===== src/rtl/meteor_spawn_scheduler_if.sv =====
// Bus between the game controller and the meteor spawn scheduler:
// run enable, frame pulses, slot releases in; spawn commands and status out.
interface meteor_spawn_scheduler_if #(
    parameter int NUM_SLOTS = 8
);
    localparam int IDX_W = $clog2(NUM_SLOTS);

    logic                 game_screen;
    logic                 frame_tick;
    logic                 free_valid;
    logic [IDX_W-1:0]     free_idx;
    logic                 spawn_valid;
    logic [IDX_W-1:0]     spawn_idx;
    logic [9:0]           spawn_x;
    logic [NUM_SLOTS-1:0] active_mask;
    logic [3:0]           level;

    modport master (
        output game_screen, frame_tick, free_valid, free_idx,
        input  spawn_valid, spawn_idx, spawn_x, active_mask, level
    );

    modport slave (
        input  game_screen, frame_tick, free_valid, free_idx,
        output spawn_valid, spawn_idx, spawn_x, active_mask, level
    );
endinterface


===== src/rtl/meteor_spawn_scheduler.sv =====
// Meteor spawn scheduler: counts frames, picks a free slot round-robin, issues a
// spawn with a pseudo-random x position and ramps difficulty every few spawns.
module meteor_spawn_scheduler #(
    parameter int NUM_SLOTS     = 8,
    parameter int INIT_INTERVAL = 60,
    parameter int MIN_INTERVAL  = 15,
    parameter int RAMP_EVERY    = 10,
    parameter int STEP          = 5
) (
    input  logic                    Clk,
    input  logic                    Reset,
    meteor_spawn_scheduler_if.slave bus
);
    localparam int IDX_W = $clog2(NUM_SLOTS);
    localparam int CNT_W = $clog2(INIT_INTERVAL + 1);
    localparam int SC_W  = $clog2(RAMP_EVERY + 1);

    localparam logic [1:0] ST_IDLE   = 2'd0;
    localparam logic [1:0] ST_WAIT   = 2'd1;
    localparam logic [1:0] ST_SEARCH = 2'd2;
    localparam logic [1:0] ST_ISSUE  = 2'd3;

    localparam logic [CNT_W-1:0] INIT_C    = CNT_W'(INIT_INTERVAL);
    localparam logic [CNT_W-1:0] MIN_C     = CNT_W'(MIN_INTERVAL);
    localparam logic [CNT_W-1:0] STEP_C    = CNT_W'(STEP);
    localparam logic [CNT_W-1:0] ONE_C     = CNT_W'(1);
    localparam logic [SC_W-1:0]  RAMP_LAST = SC_W'(RAMP_EVERY - 1);
    localparam logic [15:0]      LFSR_SEED = 16'hACE1;
    localparam logic [9:0]       X_MAX     = 10'd607;
    localparam logic [9:0]       X_FOLD    = 10'd512;
    localparam logic [3:0]       LEVEL_MAX = 4'd15;

    logic [1:0]           state_q,       state_d;
    logic [CNT_W-1:0]     countdown_q,   countdown_d;
    logic [CNT_W-1:0]     interval_q,    interval_d;
    logic [SC_W-1:0]      spawn_count_q, spawn_count_d;
    logic [3:0]           level_q,       level_d;
    logic [IDX_W-1:0]     rr_ptr_q,      rr_ptr_d;
    logic [NUM_SLOTS-1:0] active_mask_q, active_mask_d;
    logic [15:0]          lfsr_q,        lfsr_d;
    logic                 spawn_valid_q, spawn_valid_d;
    logic [IDX_W-1:0]     spawn_idx_q,   spawn_idx_d;
    logic [9:0]           spawn_x_q,     spawn_x_d;

    logic                 scan_found;
    logic [IDX_W-1:0]     scan_idx;
    logic [CNT_W:0]       interval_dec;
    logic [CNT_W-1:0]     interval_ramped;

    assign lfsr_d = {lfsr_q[14:0], lfsr_q[15] ^ lfsr_q[13] ^ lfsr_q[12] ^ lfsr_q[10]};

    // Extra top bit flags underflow so a large STEP still clamps to the floor.
    assign interval_dec    = {1'b0, interval_q} - {1'b0, STEP_C};
    assign interval_ramped = (interval_dec[CNT_W] || (interval_dec[CNT_W-1:0] < MIN_C))
                             ? MIN_C : interval_dec[CNT_W-1:0];

    // NOTE: every variable written in an always_comb gets a default at the top,
    // so no path through the block can leave it unassigned and infer a latch.
    always_comb begin
        logic [IDX_W-1:0] cand;
        scan_found = 1'b0;
        scan_idx   = '0;
        cand       = '0;
        for (int i = 0; i < NUM_SLOTS; i++) begin
            cand = rr_ptr_q + IDX_W'(i);
            if (!scan_found && !active_mask_q[cand]) begin
                scan_found = 1'b1;
                scan_idx   = cand;
            end
        end
    end

    always_comb begin
        state_d       = state_q;
        countdown_d   = countdown_q;
        interval_d    = interval_q;
        spawn_count_d = spawn_count_q;
        level_d       = level_q;
        rr_ptr_d      = rr_ptr_q;
        active_mask_d = active_mask_q;
        spawn_valid_d = 1'b0;
        spawn_idx_d   = spawn_idx_q;
        spawn_x_d     = spawn_x_q;

        // Leaving play acts at once: the game state is wiped on the same edge.
        if (!bus.game_screen || state_q == ST_IDLE) begin
            active_mask_d = '0;
            level_d       = '0;
            countdown_d   = INIT_C;
            interval_d    = INIT_C;
            spawn_count_d = '0;
            rr_ptr_d      = '0;
            state_d       = bus.game_screen ? ST_WAIT : ST_IDLE;
        end else begin
            if (bus.free_valid) begin
                active_mask_d[bus.free_idx] = 1'b0;
            end
            case (state_q)
                ST_WAIT: begin
                    if (bus.frame_tick) begin
                        if (countdown_q == ONE_C) begin
                            state_d = ST_SEARCH;
                        end else begin
                            countdown_d = countdown_q - ONE_C;
                        end
                    end
                end
                ST_SEARCH: begin
                    if (scan_found) begin
                        state_d       = ST_ISSUE;
                        spawn_valid_d = 1'b1;
                        spawn_idx_d   = scan_idx;
                        // lfsr_d is the value the LFSR holds during the ISSUE cycle.
                        spawn_x_d     = (lfsr_d[9:0] > X_MAX) ? lfsr_d[9:0] - X_FOLD : lfsr_d[9:0];
                    end else begin
                        countdown_d = ONE_C;
                        state_d     = ST_WAIT;
                    end
                end
                ST_ISSUE: begin
                    active_mask_d[spawn_idx_q] = 1'b1;
                    rr_ptr_d                   = spawn_idx_q + IDX_W'(1);
                    if (spawn_count_q == RAMP_LAST) begin
                        spawn_count_d = '0;
                        interval_d    = interval_ramped;
                        level_d       = (level_q == LEVEL_MAX) ? level_q : level_q + 4'd1;
                    end else begin
                        spawn_count_d = spawn_count_q + SC_W'(1);
                    end
                    // The gap after a ramping spawn already uses the shorter interval.
                    countdown_d = interval_d;
                    state_d     = ST_WAIT;
                end
                default: state_d = ST_IDLE;
            endcase
        end
    end

    // NOTE: sequential state uses non-blocking assignments so every flop samples
    // its _d value from before the edge, independent of statement order.
    always_ff @(posedge Clk) begin
        if (Reset) begin
            state_q       <= ST_IDLE;
            countdown_q   <= INIT_C;
            interval_q    <= INIT_C;
            spawn_count_q <= '0;
            level_q       <= '0;
            rr_ptr_q      <= '0;
            active_mask_q <= '0;
            lfsr_q        <= LFSR_SEED;
            spawn_valid_q <= 1'b0;
            spawn_idx_q   <= '0;
            spawn_x_q     <= '0;
        end else begin
            state_q       <= state_d;
            countdown_q   <= countdown_d;
            interval_q    <= interval_d;
            spawn_count_q <= spawn_count_d;
            level_q       <= level_d;
            rr_ptr_q      <= rr_ptr_d;
            active_mask_q <= active_mask_d;
            lfsr_q        <= lfsr_d;
            spawn_valid_q <= spawn_valid_d;
            spawn_idx_q   <= spawn_idx_d;
            spawn_x_q     <= spawn_x_d;
        end
    end

    assign bus.spawn_valid = spawn_valid_q;
    assign bus.spawn_idx   = spawn_idx_q;
    assign bus.spawn_x     = spawn_x_q;
    assign bus.active_mask = active_mask_q;
    assign bus.level       = level_q;
endmodule


===== src/flat_wrapper.sv =====
// flat-port wrapper written by rule: the top's interface ports become plain ports
module meteor_spawn_scheduler_flat 
#(
    parameter int NUM_SLOTS     = 8,
    parameter int INIT_INTERVAL = 60,
    parameter int MIN_INTERVAL  = 15,
    parameter int RAMP_EVERY    = 10,
    parameter int STEP          = 5
)
  (Clk, Reset, bus_game_screen, bus_frame_tick, bus_free_valid, bus_free_idx, bus_spawn_valid, bus_spawn_idx, bus_spawn_x, bus_active_mask, bus_level);
  meteor_spawn_scheduler_if #(.NUM_SLOTS(NUM_SLOTS)) bus_i ();
  input  logic Clk;
  input  logic Reset;
  input wire logic [$bits(bus_i.game_screen)-1:0] bus_game_screen;
  input wire logic [$bits(bus_i.frame_tick)-1:0] bus_frame_tick;
  input wire logic [$bits(bus_i.free_valid)-1:0] bus_free_valid;
  input wire logic [$bits(bus_i.free_idx)-1:0] bus_free_idx;
  output wire logic [$bits(bus_i.spawn_valid)-1:0] bus_spawn_valid;
  output wire logic [$bits(bus_i.spawn_idx)-1:0] bus_spawn_idx;
  output wire logic [$bits(bus_i.spawn_x)-1:0] bus_spawn_x;
  output wire logic [$bits(bus_i.active_mask)-1:0] bus_active_mask;
  output wire logic [$bits(bus_i.level)-1:0] bus_level;
  assign bus_i.game_screen = bus_game_screen;
  assign bus_i.frame_tick = bus_frame_tick;
  assign bus_i.free_valid = bus_free_valid;
  assign bus_i.free_idx = bus_free_idx;
  assign bus_spawn_valid = bus_i.spawn_valid;
  assign bus_spawn_idx = bus_i.spawn_idx;
  assign bus_spawn_x = bus_i.spawn_x;
  assign bus_active_mask = bus_i.active_mask;
  assign bus_level = bus_i.level;
  meteor_spawn_scheduler #(.NUM_SLOTS(NUM_SLOTS), .INIT_INTERVAL(INIT_INTERVAL), .MIN_INTERVAL(MIN_INTERVAL), .RAMP_EVERY(RAMP_EVERY), .STEP(STEP)) u_core (.Clk(Clk), .Reset(Reset), .bus(bus_i));
endmodule

===== config.mk =====
export PLATFORM = sky130hd
export DESIGN_NAME = meteor_spawn_scheduler_flat
export DESIGN_NICKNAME = d
export VERILOG_FILES = /design/src/rtl/meteor_spawn_scheduler_if.sv /design/src/rtl/meteor_spawn_scheduler.sv /design/src/flat_wrapper.sv
export SDC_FILE = /design/constraint.sdc
export NUM_CORES = 1
export LEC_CHECK = 0
export CELL_PAD_IN_SITES_DETAIL_PLACEMENT = 1
export CELL_PAD_IN_SITES_GLOBAL_PLACEMENT = 1
export CORE_MARGIN = 2
export CORE_UTILIZATION = 48
export CTS_CLUSTER_SIZE = 25
export DETAILED_ROUTE_END_ITERATION = 10
export MAX_ROUTING_LAYER = met4
export PLACE_DENSITY = 0.86
export SLEW_MARGIN = 20
export SYNTH_ARGS = -nofsm -noshare
export SYNTH_HDL_FRONTEND = slang
export SYNTH_SLANG_ARGS = --single-unit

===== constraint.sdc =====
create_clock -name Clk -period 8.6 [get_ports Clk]
set_input_delay 0.86 -clock Clk [delete_from_list [all_inputs] [get_ports Clk]]
set_output_delay 0.86 -clock Clk [all_outputs]
set_load 0.05 [all_outputs]

Word-level counts from Yosys, hierarchy flattened --
Index checks and enable logic that the tools add are counted.
Storage, ports and cells: output and inout port bits 26, input bits 8, flip-flop bits (word level) 63, logic and storage cells 145
Operators by class: order comparisons 14, bitwise logic cells 9, mux-type cells 54, eq/ne operators 11, $add $sub $neg 13, reduce and logical (&&, ||, !) cells 33
Operator list (count):
- 3-bit by 4-bit < comparator with 1-bit output, second input constant | 10
- 6-bit 2-to-1 mux | 5
- 1-bit binary-select mux with 3-bit select | 8
- 3-bit 2-to-1 mux | 8
- 8-bit 2-to-1 mux | 3
- 1-bit 2-to-1 mux | 20
- 6-bit one-hot mux with 3 select lines | 1
- 1-bit zero test | 14
- 3-bit adder, second input constant | 4
- 10-bit > comparator, second input constant | 1
- 10-bit 2-to-1 mux | 1
- 10-bit subtractor, second input constant | 1
- 1-bit logical AND | 9
- 4-bit by 1-bit adder with 4-bit output, second input constant | 2
- 8-bit bitwise AND | 1
- 4-bit == test, second input constant | 2
- 2-bit 2-to-1 mux | 4
- 8-bit NOT | 1
- 8-bit bitwise OR | 1
- 6-bit by 3-bit subtractor with 7-bit output, second input constant | 1
- 3-bit by 1-bit adder with 3-bit output, second input constant | 2
- 3-bit by 2-bit adder with 3-bit output, second input constant | 2
- 1-bit demux with 3-bit select | 2
- 6-bit by 1-bit == test with 1-bit output, second input constant | 1
- 20 further kinds | 30

Longest topological paths before layout --
Gate-level depths: netlist of run 1.
depth after elaboration 27, mapped depth 15, mapped depth without buffers 9

Least setup slack after synthesis of run 1 --
No wires, ideal clock.
path type register to register, start register u_core.rr_ptr_q[1], end register u_core.countdown_q[3], period minus slack after synthesis 3.419 ns, slack 5.181 ns, arrival time 3.297 ns, stages on the path, launching flop included 15, buffers on the path 5, library setup time 0.122 ns, data required time 8.478 ns, cell sequence dfxtp_1 > buf_2 > buf_1 > inv_1 > ha_1 > buf_6 > buf_12 > mux2i_1 > mux4_2 > o22ai_4 > nand4_4 > a21oi_4 > buf_6 > o21ai_2 > a221o_1
On the way: word-level cells in the longest chain between the ends 26, elaborated cells between the ends (all ways) 53, classes of those cells 7 x add/sub; 1 x eq/ne; 24 x mux; 21 x reduce/logical
Ends and longest elaborated chain:
- from (decl) | RTL line meteor_spawn_scheduler.sv:38 | logic [IDX_W-1:0] rr_ptr_q, rr_ptr_d;
- from (signal assigned) | RTL line meteor_spawn_scheduler.sv:160 | rr_ptr_q <= rr_ptr_d;
- 3-bit by 1-bit adder with 3-bit output | RTL line meteor_spawn_scheduler.sv:65 | cand = rr_ptr_q + IDX_W'(i);
- 1-bit binary-select mux with 3-bit select | RTL line meteor_spawn_scheduler.sv:66 | if (!scan_found && !active_mask_q[cand]) begin
- 1-bit 2-to-1 mux (not written as such) | RTL line meteor_spawn_scheduler.sv:66
- 1-bit zero test | RTL line meteor_spawn_scheduler.sv:66
- 1-bit logical AND | RTL line meteor_spawn_scheduler.sv:66
- 1-bit 2-to-1 mux | RTL line meteor_spawn_scheduler.sv:66
- 1-bit zero test | RTL line meteor_spawn_scheduler.sv:66
- 1-bit logical AND | RTL line meteor_spawn_scheduler.sv:66
- [10 not listed]
- 1-bit zero test | RTL line meteor_spawn_scheduler.sv:66
- 1-bit logical AND | RTL line meteor_spawn_scheduler.sv:66
- 1-bit 2-to-1 mux | RTL line meteor_spawn_scheduler.sv:66
- 1-bit zero test | RTL line meteor_spawn_scheduler.sv:66
- 1-bit logical AND | RTL line meteor_spawn_scheduler.sv:66
- 1-bit 2-to-1 mux * | RTL line meteor_spawn_scheduler.sv:66
- 2-bit inequality test (no line) *
- 4-bit AND reduction (no line) *
- to (signal assigned) | RTL line meteor_spawn_scheduler.sv:156 | countdown_q <= countdown_d;
- to (decl) | RTL line meteor_spawn_scheduler.sv:34 | logic [CNT_W-1:0] countdown_q, countdown_d;
Every way passes the cells marked *; elsewhere a longest branch is shown, timed or not. The select of a mux whose other input is x is not followed. A chain may end at the register's enable or synchronous reset.

Worst setup path in the final report of run 1 --
start register u_core.rr_ptr_q[0], end register u_core.spawn_x_q[6], in the netlist u_core.bus.spawn_x[6]
On the way: word-level cells in the longest chain between the ends 25, elaborated cells between the ends (all ways) 52, classes of those cells 7 x add/sub; 24 x mux; 21 x reduce/logical
Ends and longest elaborated chain:
- 3-bit by 1-bit adder with 3-bit output | RTL line meteor_spawn_scheduler.sv:65
- 1-bit binary-select mux with 3-bit select | RTL line meteor_spawn_scheduler.sv:66
- 1-bit 2-to-1 mux (not written as such) | RTL line meteor_spawn_scheduler.sv:66
- 1-bit zero test | RTL line meteor_spawn_scheduler.sv:66
- 1-bit logical AND | RTL line meteor_spawn_scheduler.sv:66
- 1-bit 2-to-1 mux | RTL line meteor_spawn_scheduler.sv:66
- 1-bit zero test | RTL line meteor_spawn_scheduler.sv:66
- 1-bit logical AND | RTL line meteor_spawn_scheduler.sv:66
- [9 not listed]
- 1-bit 2-to-1 mux | RTL line meteor_spawn_scheduler.sv:66
- 1-bit zero test | RTL line meteor_spawn_scheduler.sv:66
- 1-bit logical AND | RTL line meteor_spawn_scheduler.sv:66
- 1-bit 2-to-1 mux | RTL line meteor_spawn_scheduler.sv:66
- 1-bit zero test | RTL line meteor_spawn_scheduler.sv:66
- 1-bit logical AND | RTL line meteor_spawn_scheduler.sv:66
- 1-bit 2-to-1 mux * | RTL line meteor_spawn_scheduler.sv:66
- 3-bit AND reduction (no line) *
- to (signal assigned) | RTL line meteor_spawn_scheduler.sv:165 | spawn_x_q <= spawn_x_d;
- to (decl) | RTL line meteor_spawn_scheduler.sv:43 | logic [9:0] spawn_x_q, spawn_x_d;
Marked as above.

==> flow_summary.yaml, run 1 <==
outcome:
  status: "complete, no violations"
setup_path:
  worstPathRequired_ns: 8.83
  crit_path_max_incr_delay_ns: 0.81
  cp-start-kind: "register"
  cp-end-kind: "register"
  path_cells: "clkinv_1 -> ha_1 -> mux4_1 -> mux2i_1 -> o32ai_2 -> nand4_4 -> and3_1 -> mux2i_1 -> nor2_1"
  crit_path_top_delay_cell: "dfxtp_1"
  setup.worst_path.class: "reg -> reg"
  cp_max_fo: 16
  cp_common_cell: "mux2i_1"
  cpLargestDelayFamily: "multiplexers"
  critPathArrivalTime_ns: 4.60
  worst-path-buf-inv: 1
grt:
  overflow: 0
  met3_usage: 0.0386
  use_met1: 0.325
  grt_pass1_vias: 3531
  grt_busiest_layer: "met2"
  antenna_found_initial: 0
  grt_pass1_wl_um: 18000
  met2_usage: 0.472
  grt_max_degree: 33
  grtUsageTotal: 0.277
die:
  die_x_um: 92.1
  start_util: 0.489
  coreArea_um2: 7610
  dieArea_um2: 8480
  num_rows: 32
  dieHeight_um: 92.1
  io_pins: 34
placement:
  globalplace.congestion: 0.914
  port_buffers: 33
  dp.final_hpwl_um: 7230
  placed_cells: 531
power_and_ir_drop:
  p_switching_uw: 138
  sequentialPowerShare: 0.487
  clkPwrFrac: 0.478
  switching_share: 0.224
  power_density_nw_per_um2: 144
  combPwrFrac: 0.035
  vdd_drop_max_mv: 0.106
  leakagePower_nw: 1.43
  internal-power_uw: 480
layout:
  final_cell_mix: "63 x dfxtp_1, 53 x nor2_1, 38 x nand2_1"
  final_layout_size_suffix_gt1_frac: 0.124
  area.growth.synth_to_final_pct: 15.2
  nets: 455
  diodes: 0
  final_cells: 547
  final_common_cell: "dfxtp_1"
synthesis:
  async_flop_share: 0
  yosysWarningCount: 0
  synth_cell_types: 63
  ys.flop_type: "dfxtp_1"
  synth.avg_cell_area_um2: 8.93
  synth_edf_count: 0
  synthesis.area_um2: 3720
  syn_nets: 432
  syn_inst: 417
  seq_area_frac_synth: 0.339
  synth_seq_cells: 63
detailed_routing:
  first_pass_iters: 4
  ant_nets: 0
  num_vias: 3298
  wl_per_cell_um: 19.5
  drc_errors: 0
  drtIter0Drc: 108
  viasPerCell: 6.03
  wirelength_um: 10700
timing:
  fin_crit_ns: 4.37
  slew_headroom: 0.502
  worst_slew_pin_slew_ns: 0.746
  setup-tns-final_ns: 0
  report.final.slew_viol_count: 0
  fmax_ghz: 0.229
  rsz0062_at_grt: "no"
  skew_ns: 0.00724
  finalSetupViolCount: 0
  final-hold-violation-count: 0
  finalCritPeriodShare: 0.509
cts:
  cts_made_buffers: 9
  clk_pin_slew_ns: 0.07
  cts-resized-gates: 0
  clock_latency_ns: 0.34
  cts.sinks: 63
  ctsHoldBuffers: 0
  htreeDepth: 3
  root_buffer: "clkbuf_8"
  cts_tree: "yes"
  cts_buffer_depth: 2
  cts_setup_buffers: 0
min_path:
  hold_class: "reg -> reg"
job:
  cap_viol_max_count: 0
==> kinds of logic (layout without fill, tap and decap cells) <==
logic type                 after synthesis  count (layout)  share of synthesized area
and+or+nand+nor                        164             164                      0.214
AOI/OAI and AO/OA                       97              97                      0.193
DFF                                     63              63                      0.339
muxes                                   37              37                      0.148
buffers and inverters                   34              62                     0.0474
xor gates and xnor gates                15              15                     0.0353
adders and majority gates                7               7                     0.0235
==> worst register-to-register path, delay by kind of cell (launching register included) <==
kind / cells / cell delay, ns
muxes: 3 / 1.30
DFF: 1 / 0.81
AOI/OAI and AO/OA: 1 / 0.19
adders and majority gates: 1 / 0.79
buffers and inverters: 1 / 0.42
and+or+nand+nor: 3 / 0.76
==> flip-flops by register name, indices dropped and copies added (netlist names) <==
signal,cells
u_core.bus.active_mask,8
u_core.bus.level,4
u_core.bus.spawn_idx,3
u_core.bus.spawn_valid,1
u_core.bus.spawn_x,10
u_core.countdown_q,6
u_core.interval_q,6
u_core.lfsr_q,16
u_core.rr_ptr_q,3
u_core.spawn_count_q,4
u_core.state_q,2
==> layout make-up <==
| class | count | area, um^2 |
|---|---|---|
| fillers | 901 | 3320 |
| multi-input cells | 320 | 2290 |
| flip-flops and latches | 63 | 1260 |
| repair buffers | 35 | 345 |
| clock buffers | 10 | 138 |
| well taps | 102 | 128 |
| clock inverters | 6 | 91.3 |
| inverters | 11 | 41.3 |
==> metal layers <==
| layer | share of wire | vias up |
|---|---|---|
| li1 | - | 1558 |
| met1 | 0.41 | 1642 |
| met2 | 0.53 | 72 |
| met3 | 0.026 | 26 |
| met4 | 0.031 | 0 |
| met5 | 0 | - |
==> per-stage QoR <==
| stage | power, mW | instance area [um^2] | worst slack (ns) | util | hold slack, ns |
|---|---|---|---|---|---|
| final | 0.618 | 4290 | 4.23 | 0.564 | 0.426 |
| after global routing | 0.643 | 4290 | 3.88 | 0.564 | 0.441 |
| after CTS | 0.624 | 4290 | 4.23 | 0.564 | 0.433 |
| after detailed placement | 0.329 | 4060 | 4.32 | 0.534 | 0.400 |
| after global placement | 0.327 | 4060 | 4.53 | 0.534 | 0.394 |
| after floorplan | 0.320 | 3720 | 5.18 | - | 0.389 |
==> worst paths after layout <==
check                                        start                     to  slack [ns]  cells after the start
worst max-delay path            u_core.rr_ptr_q[0]  u_core.bus.spawn_x[6]        4.23                      9
worst min-delay path             u_core.lfsr_q[14]      u_core.lfsr_q[15]        0.43                      1
worst max register to register  u_core.rr_ptr_q[0]  u_core.bus.spawn_x[6]        4.23                      9
worst min register to register   u_core.lfsr_q[14]      u_core.lfsr_q[15]        0.43                      1
==> cells in the mapped netlist, types with 3 or more instances <==
master,count,share of area
xor2_1,5,0.012
a31oi_1,6,0.010
o21ai_0,16,0.022
xnor2_1,10,0.024
nand3_1,15,0.020
a32oi_1,3,0.0071
a22oi_1,4,0.0081
mux4_2,11,0.067
inv_1,10,0.010
buf_2,5,0.0067
mux2i_1,16,0.043
or2_2,9,0.015
clkbuf_1,10,0.010
o21bai_1,3,0.0060
nand2b_1,8,0.013
a21oi_1,22,0.030
buf_6,3,0.0091
o221ai_1,4,0.0094
buf_1,3,0.0030
nand3b_1,4,0.0081
ha_1,7,0.024
o211ai_1,3,0.0060
nand2_1,38,0.038
mux2_2,8,0.024
nor3_1,6,0.0081
o22ai_1,5,0.0084
a211oi_1,6,0.012
nor2_1,53,0.053
dfxtp_1,63,0.34
nor2b_1,19,0.032
==> power groups by stage <==
stage,combinational [mW],sequential [mW],clock (mW)
5_1_grt,0.0237,0.301,0.318
3_5_place_dp,0.0212,0.308,0
2_1_floorplan,0.0139,0.306,0
3_3_place_gp,0.0200,0.307,0
6_report,0.0217,0.301,0.296
4_1_cts,0.0217,0.301,0.301
No activity file was read; power rests on OpenSTA's default activity.
==> run 2, diff against run 1 <==
--- a/config.mk
+++ b/config.mk
@@ -8,11 +8,11 @@
 export CELL_PAD_IN_SITES_DETAIL_PLACEMENT = 1
 export CELL_PAD_IN_SITES_GLOBAL_PLACEMENT = 1
 export CORE_MARGIN = 2
-export CORE_UTILIZATION = 48
+export CORE_UTILIZATION = 44
 export CTS_CLUSTER_SIZE = 25
 export DETAILED_ROUTE_END_ITERATION = 10
 export MAX_ROUTING_LAYER = met4
-export PLACE_DENSITY = 0.86
+export PLACE_DENSITY = 0.8
 export SLEW_MARGIN = 20
 export SYNTH_ARGS = -nofsm -noshare
 export SYNTH_HDL_FRONTEND = slang
==> constraint.sdc (replaced) <==
create_clock -name Clk -period 4.35 [get_ports Clk]
set_input_delay 0.435 -clock Clk [delete_from_list [all_inputs] [get_ports Clk]]
set_output_delay 0.435 -clock Clk [all_outputs]
set_load 0.05 [all_outputs]
==> run 2 against run 1 <==
Wire length is 10% lower. Sequential cell count did not move. Critical path depth did not move. Total power increased by 73%. Register-to-register slack got worse by 3.5 ns. Critical path type unchanged. Critical endpoint is now u_core.bus.spawn_idx[1]. Largest cell class unchanged. Largest power group unchanged.
==> flow_summary.yaml, run 2 (synthesized netlist as in run 1, its figures left out) <==
die:
  dieArea_um2: 9210
  coreArea_um2: 8220
  num_rows: 33
  io_pins: 34
  start_util: 0.453
  dieHeight_um: 96.0
  die_x_um: 96.0
placement:
  dp.final_hpwl_um: 6850
  port_buffers: 33
  place_area_um2: 4070
  dp_worst_setup_slack_ns: 0.738
  globalplace.congestion: 0.919
outcome:
  status: "complete, no violations"
timing:
  rsz0062_at_grt: "no"
  slew_headroom: 0.525
  skew_ns: 0.0116
  finalSetupViolCount: 0
  fin_ws_ns: 0.756
  fmax_ghz: 0.278
  finalCritPeriodShare: 0.826
  final-hold-violation-count: 0
  fin_crit_ns: 3.59
  setup-tns-final_ns: 0
  report.final.slew_viol_count: 0
  worst_slew_pin_slew_ns: 0.711
setup_path:
  worstPathRequired_ns: 4.55
  cp-start-kind: "register"
  r2r_start: "u_core.rr_ptr_q[0]"
  cp_max_fo: 14
  critPathArrivalTime_ns: 3.79
  r2r_slack_ns: 0.76
  cp-end-kind: "register"
  setup.worst_path.start: "u_core.rr_ptr_q[0]"
  setup.worst_path.class: "reg -> reg"
min_path:
  min-delay-start: "u_core.lfsr_q[14]"
  hold_class: "reg -> reg"
detailed_routing:
  drc_errors: 0
  num_vias: 3217
  first_pass_iters: 6
  wirelength_um: 9580
  wl_per_cell_um: 17.4
  ant_nets: 0
  viasPerCell: 5.84
  drtIter0Drc: 107
layout:
  seq_area_um2: 1260
  fillers: 996
  stdcell_area_um2: 4240
  final_common_cell: "dfxtp_1"
  largest_reg_flops: 16
  nets: 456
  final_layout_size_suffix_gt1_frac: 0.123
  final_cell_mix: "63 x dfxtp_1, 53 x nor2_1, 38 x nand2_1"
  area.growth.synth_to_final_pct: 13.8
  multiInputGateArea_um2: 2290
  diodes: 0
  regMostFlops: "u_core.lfsr_q"
cts:
  ctsHoldBuffers: 0
  cts_setup_buffers: 0
  cts.sinks: 63
  htreeDepth: 3
  root_buffer: "clkbuf_8"
  cts_made_buffers: 9
  cts_buffer_depth: 2
  clock_latency_ns: 0.34
  clk_pin_slew_ns: 0.07
  cts_tree: "yes"
  cts-resized-gates: 0
power_and_ir_drop:
  vdd_drop_max_mv: 0.156
  leakagePower_nw: 1.41
  power_density_nw_per_um2: 253
  power.total_mw: 1.07
grt:
  grt_max_degree: 33
  antenna_found_initial: 0
  grt_pass1_vias: 3220
  grtUsageTotal: 0.226
  overflow: 0
  grt_pass1_wl_um: 15800
job:
  cap_viol_max_count: 0
[run 2: cell type report]
class | count | share of cell area
Clock buffer | 10 | 0.0301
Clock inverter | 6 | 0.00886
Inverter | 11 | 0.00974
Multi-Input combinational cell | 320 | 0.539
Sequential cell | 63 | 0.298
Tap cell | 105 | 0.0310
Timing Repair Buffer | 36 | 0.0833
[run 2: worst max-delay path: stages (launching register included)]
cell,delay [ns]
dfxtp_1,0.33
clkinv_1,0.19
ha_1,0.74
mux4_1,0.62
mux2i_1,0.36
o32ai_2,0.20
nand4_4,0.17
nand3_1,0.38
a211oi_1,0.38
a2111oi_2,0.09
[run 2: stage by stage]
stage / utilization / instances / hold slack [ns]
floorplan: - / 417 / 0.389
global placement: 0.496 / 535 / 0.395
detailed placement: 0.496 / 535 / 0.399
CTS: 0.516 / 551 / 0.420
global route: 0.516 / 551 / 0.435
finish: 0.516 / 551 / 0.418
[run 2: metal layers]
metal  GRT usage  share of wire
met1       0.284           0.46
met2       0.370           0.51
met3      0.0321          0.023
met4      0.0845          0.012
met5           -              0
[run 2: power by group]
| part | leakage, nW | internal (mW) | switching [mW] |
|---|---|---|---|
| combinational | 0.805 | 0.0194 | 0.0218 |
| clock | 0.0898 | 0.205 | 0.232 |
| sequential | 0.512 | 0.588 | 0.00665 |
| total | 1.41 | 0.812 | 0.261 |
[run 2: final timing paths]
kind / endpoint / depth (start not counted)
setup / recovery: u_core.bus.spawn_idx[1] / 9
hold / removal: u_core.lfsr_q[15] / 1
setup reg to reg: u_core.bus.spawn_idx[1] / 9
hold reg to reg: u_core.lfsr_q[15] / 1
==> run 3, diff against run 2 <==
--- a/config.mk
+++ b/config.mk
@@ -8,11 +8,11 @@
 export CELL_PAD_IN_SITES_DETAIL_PLACEMENT = 1
 export CELL_PAD_IN_SITES_GLOBAL_PLACEMENT = 1
 export CORE_MARGIN = 2
-export CORE_UTILIZATION = 44
+export CORE_UTILIZATION = 40
 export CTS_CLUSTER_SIZE = 25
 export DETAILED_ROUTE_END_ITERATION = 10
 export MAX_ROUTING_LAYER = met4
-export PLACE_DENSITY = 0.8
+export PLACE_DENSITY = 0.76
 export SLEW_MARGIN = 20
 export SYNTH_ARGS = -nofsm -noshare
 export SYNTH_HDL_FRONTEND = slang
==> constraint.sdc (replaced) <==
create_clock -name Clk -period 2.9 [get_ports Clk]
set_input_delay 0.29 -clock Clk [delete_from_list [all_inputs] [get_ports Clk]]
set_output_delay 0.29 -clock Clk [all_outputs]
set_load 0.05 [all_outputs]
==> run 3 against run 2 <==
Final cell count up 3.8%. Sequential power up 50%. Worst hold slack worse by 0.0018 ns. Sequential cell count unchanged. Total power up 58%. Register-to-register slack worse by 0.65 ns.
==> flow_summary.yaml, run 3 (synthesized netlist as in run 1, its figures left out) <==
timing:
  skew_ns: 0.00709
  finalSetupViolCount: 0
  fmax_ghz: 0.358
  finalCritPeriodShare: 0.964
  worst_slew_pin_slew_ns: 0.543
  fin_crit_ns: 2.80
  slew_headroom: 0.633
  final-hold-violation-count: 0
  holdWs_ns: 0.416
  fin_ws_ns: 0.104
  report.final.slew_viol_count: 0
  setup-tns-final_ns: 0
grt:
  grt_pass1_wl_um: 16700
  grtUsageTotal: 0.216
  antenna_found_initial: 0
  grt_max_degree: 32
  grt_pass1_vias: 3313
  overflow: 0
setup_path:
  cp-start-kind: "register"
  critPathArrivalTime_ns: 3.02
  rr_endpoint: "u_core.bus.spawn_idx[1]"
  cp_max_fo: 8
  setup.worst_path.class: "reg -> reg"
  cp-end-kind: "register"
  r2r_cells: 10
  worstPathRequired_ns: 3.12
  r2r_slack_ns: 0.10
  r2r_start: "u_core.rr_ptr_q[0]"
detailed_routing:
  ant_nets: 0
  drtIter0Drc: 92
  drc_errors: 0
  wirelength_um: 10200
  viasPerCell: 5.66
  num_vias: 3240
  first_pass_iters: 4
  wl_per_cell_um: 17.9
cts:
  cts_made_buffers: 9
  root_buffer: "clkbuf_8"
  clock_latency_ns: 0.34
  clk_pin_slew_ns: 0.07
  cts.sinks: 63
  ctsHoldBuffers: 0
  cts_buffer_depth: 2
  cts_tree: "yes"
  htreeDepth: 3
min_path:
  hold_class: "reg -> reg"
  hold_path_end: "u_core.lfsr_q[15]"
  worst_hold_path.num_cells: 1
  min-delay-start: "u_core.lfsr_q[14]"
die:
  dieHeight_um: 100
  die_x_um: 100
  coreArea_um2: 9150
  io_pins: 34
  start_util: 0.407
  num_rows: 35
  dieArea_um2: 10100
layout:
  final_common_cell: "dfxtp_1"
  final_layout_size_suffix_gt1_frac: 0.180
  nets: 471
  seq_area_um2: 1260
  multiInputGateArea_um2: 2330
  fillers: 1079
  final_cell_mix: "61 x dfxtp_1, 53 x nor2_1, 38 x nand2_1"
  regMostFlops: "u_core.lfsr_q"
  utilization: 0.485
  area.growth.synth_to_final_pct: 19.2
  diodes: 0
  largest_reg_flops: 16
power_and_ir_drop:
  leakagePower_nw: 1.48
  power_density_nw_per_um2: 383
  vdd_drop_max_mv: 0.215
outcome:
  status: "complete, no violations"
placement:
  port_buffers: 33
  dp_worst_setup_slack_ns: -0.00845
  globalplace.congestion: 0.897
  dp.final_hpwl_um: 7300
job:
  cap_viol_max_count: 0
-- run 3: cell types whose count changed in the layout (fill, tap and decap cells not counted), sizes merged --
| cell | before | now |
|---|---|---|
| buf | 3 | 18 |
| bufinv | 0 | 1 |
| clkinv | 7 | 5 |
| clkinvlp | 0 | 1 |
-- run 3: power by group --
part / internal, mW / switching, mW
combinational: 0.0315 / 0.0353
sequential: 0.882 / 0.0110
clock: 0.394 / 0.345
-- run 3: how the worst max path moves through the flow --
stage | end | from
3_5_place_dp | u_core.bus.spawn_x[3] | u_core.rr_ptr_q[0]
6_report | u_core.bus.spawn_idx[1] | u_core.rr_ptr_q[0]
3_3_place_gp | u_core.bus.spawn_idx[1] | u_core.rr_ptr_q[0]
5_1_grt | u_core.bus.spawn_idx[2] | u_core.rr_ptr_q[1]
4_1_cts | u_core.bus.spawn_idx[0] | u_core.rr_ptr_q[0]
2_1_floorplan | u_core.countdown_q[3] | u_core.rr_ptr_q[1]
-- run 3: routing by layer --
metal / track usage / routed length, um / vias to the layer above
li1: - / - / 1585
met1: 0.266 / 4590 / 1600
met2: 0.364 / 5280 / 45
met3: 0.0333 / 251 / 10
met4: 0.0695 / 123 / 0
met5: - / 0 / -
-- run 3: through the flow --
| step | total power [mW] | area [um^2] | cells |
|---|---|---|---|
| 4_1_cts | 1.72 | 4410 | 569 |
| 3_5_place_dp | 0.975 | 4210 | 553 |
| 3_3_place_gp | 0.972 | 4210 | 553 |
| 2_1_floorplan | 0.949 | 3780 | 417 |
| 6_report | 1.70 | 4440 | 572 |
| 5_1_grt | 1.77 | 4440 | 572 |
-- run 3: final cells by class --
type                            count  share of cell area
Sequential cell                    63               0.285
Tap cell                          111              0.0313
Timing Repair Buffer               51               0.105
Clock buffer                       10              0.0287
Inverter                           11              0.0110
Clock inverter                      6              0.0138
Multi-Input combinational cell    320               0.526
-- run 3: worst max-delay path: stages (launching register included) --
cell and delay (ns):
dfxtp_2 0.36, clkinv_4 0.06, ha_4 0.33, buf_4 0.19
mux4_2 0.54, mux2_2 0.31, nor2b_1 0.18, o21ai_0 0.20
o211ai_1 0.15, a211oi_2 0.28, a2111oi_2 0.08
-- run 3: repair_timing --
| item | CTS | global route |
|---|---|---|
| resized for setup | 3 | 5 |
| setup buffers | 0 | 3 |
| setup endpoints to repair | 2 | 11 |
| pin swaps | 0 | 2 |
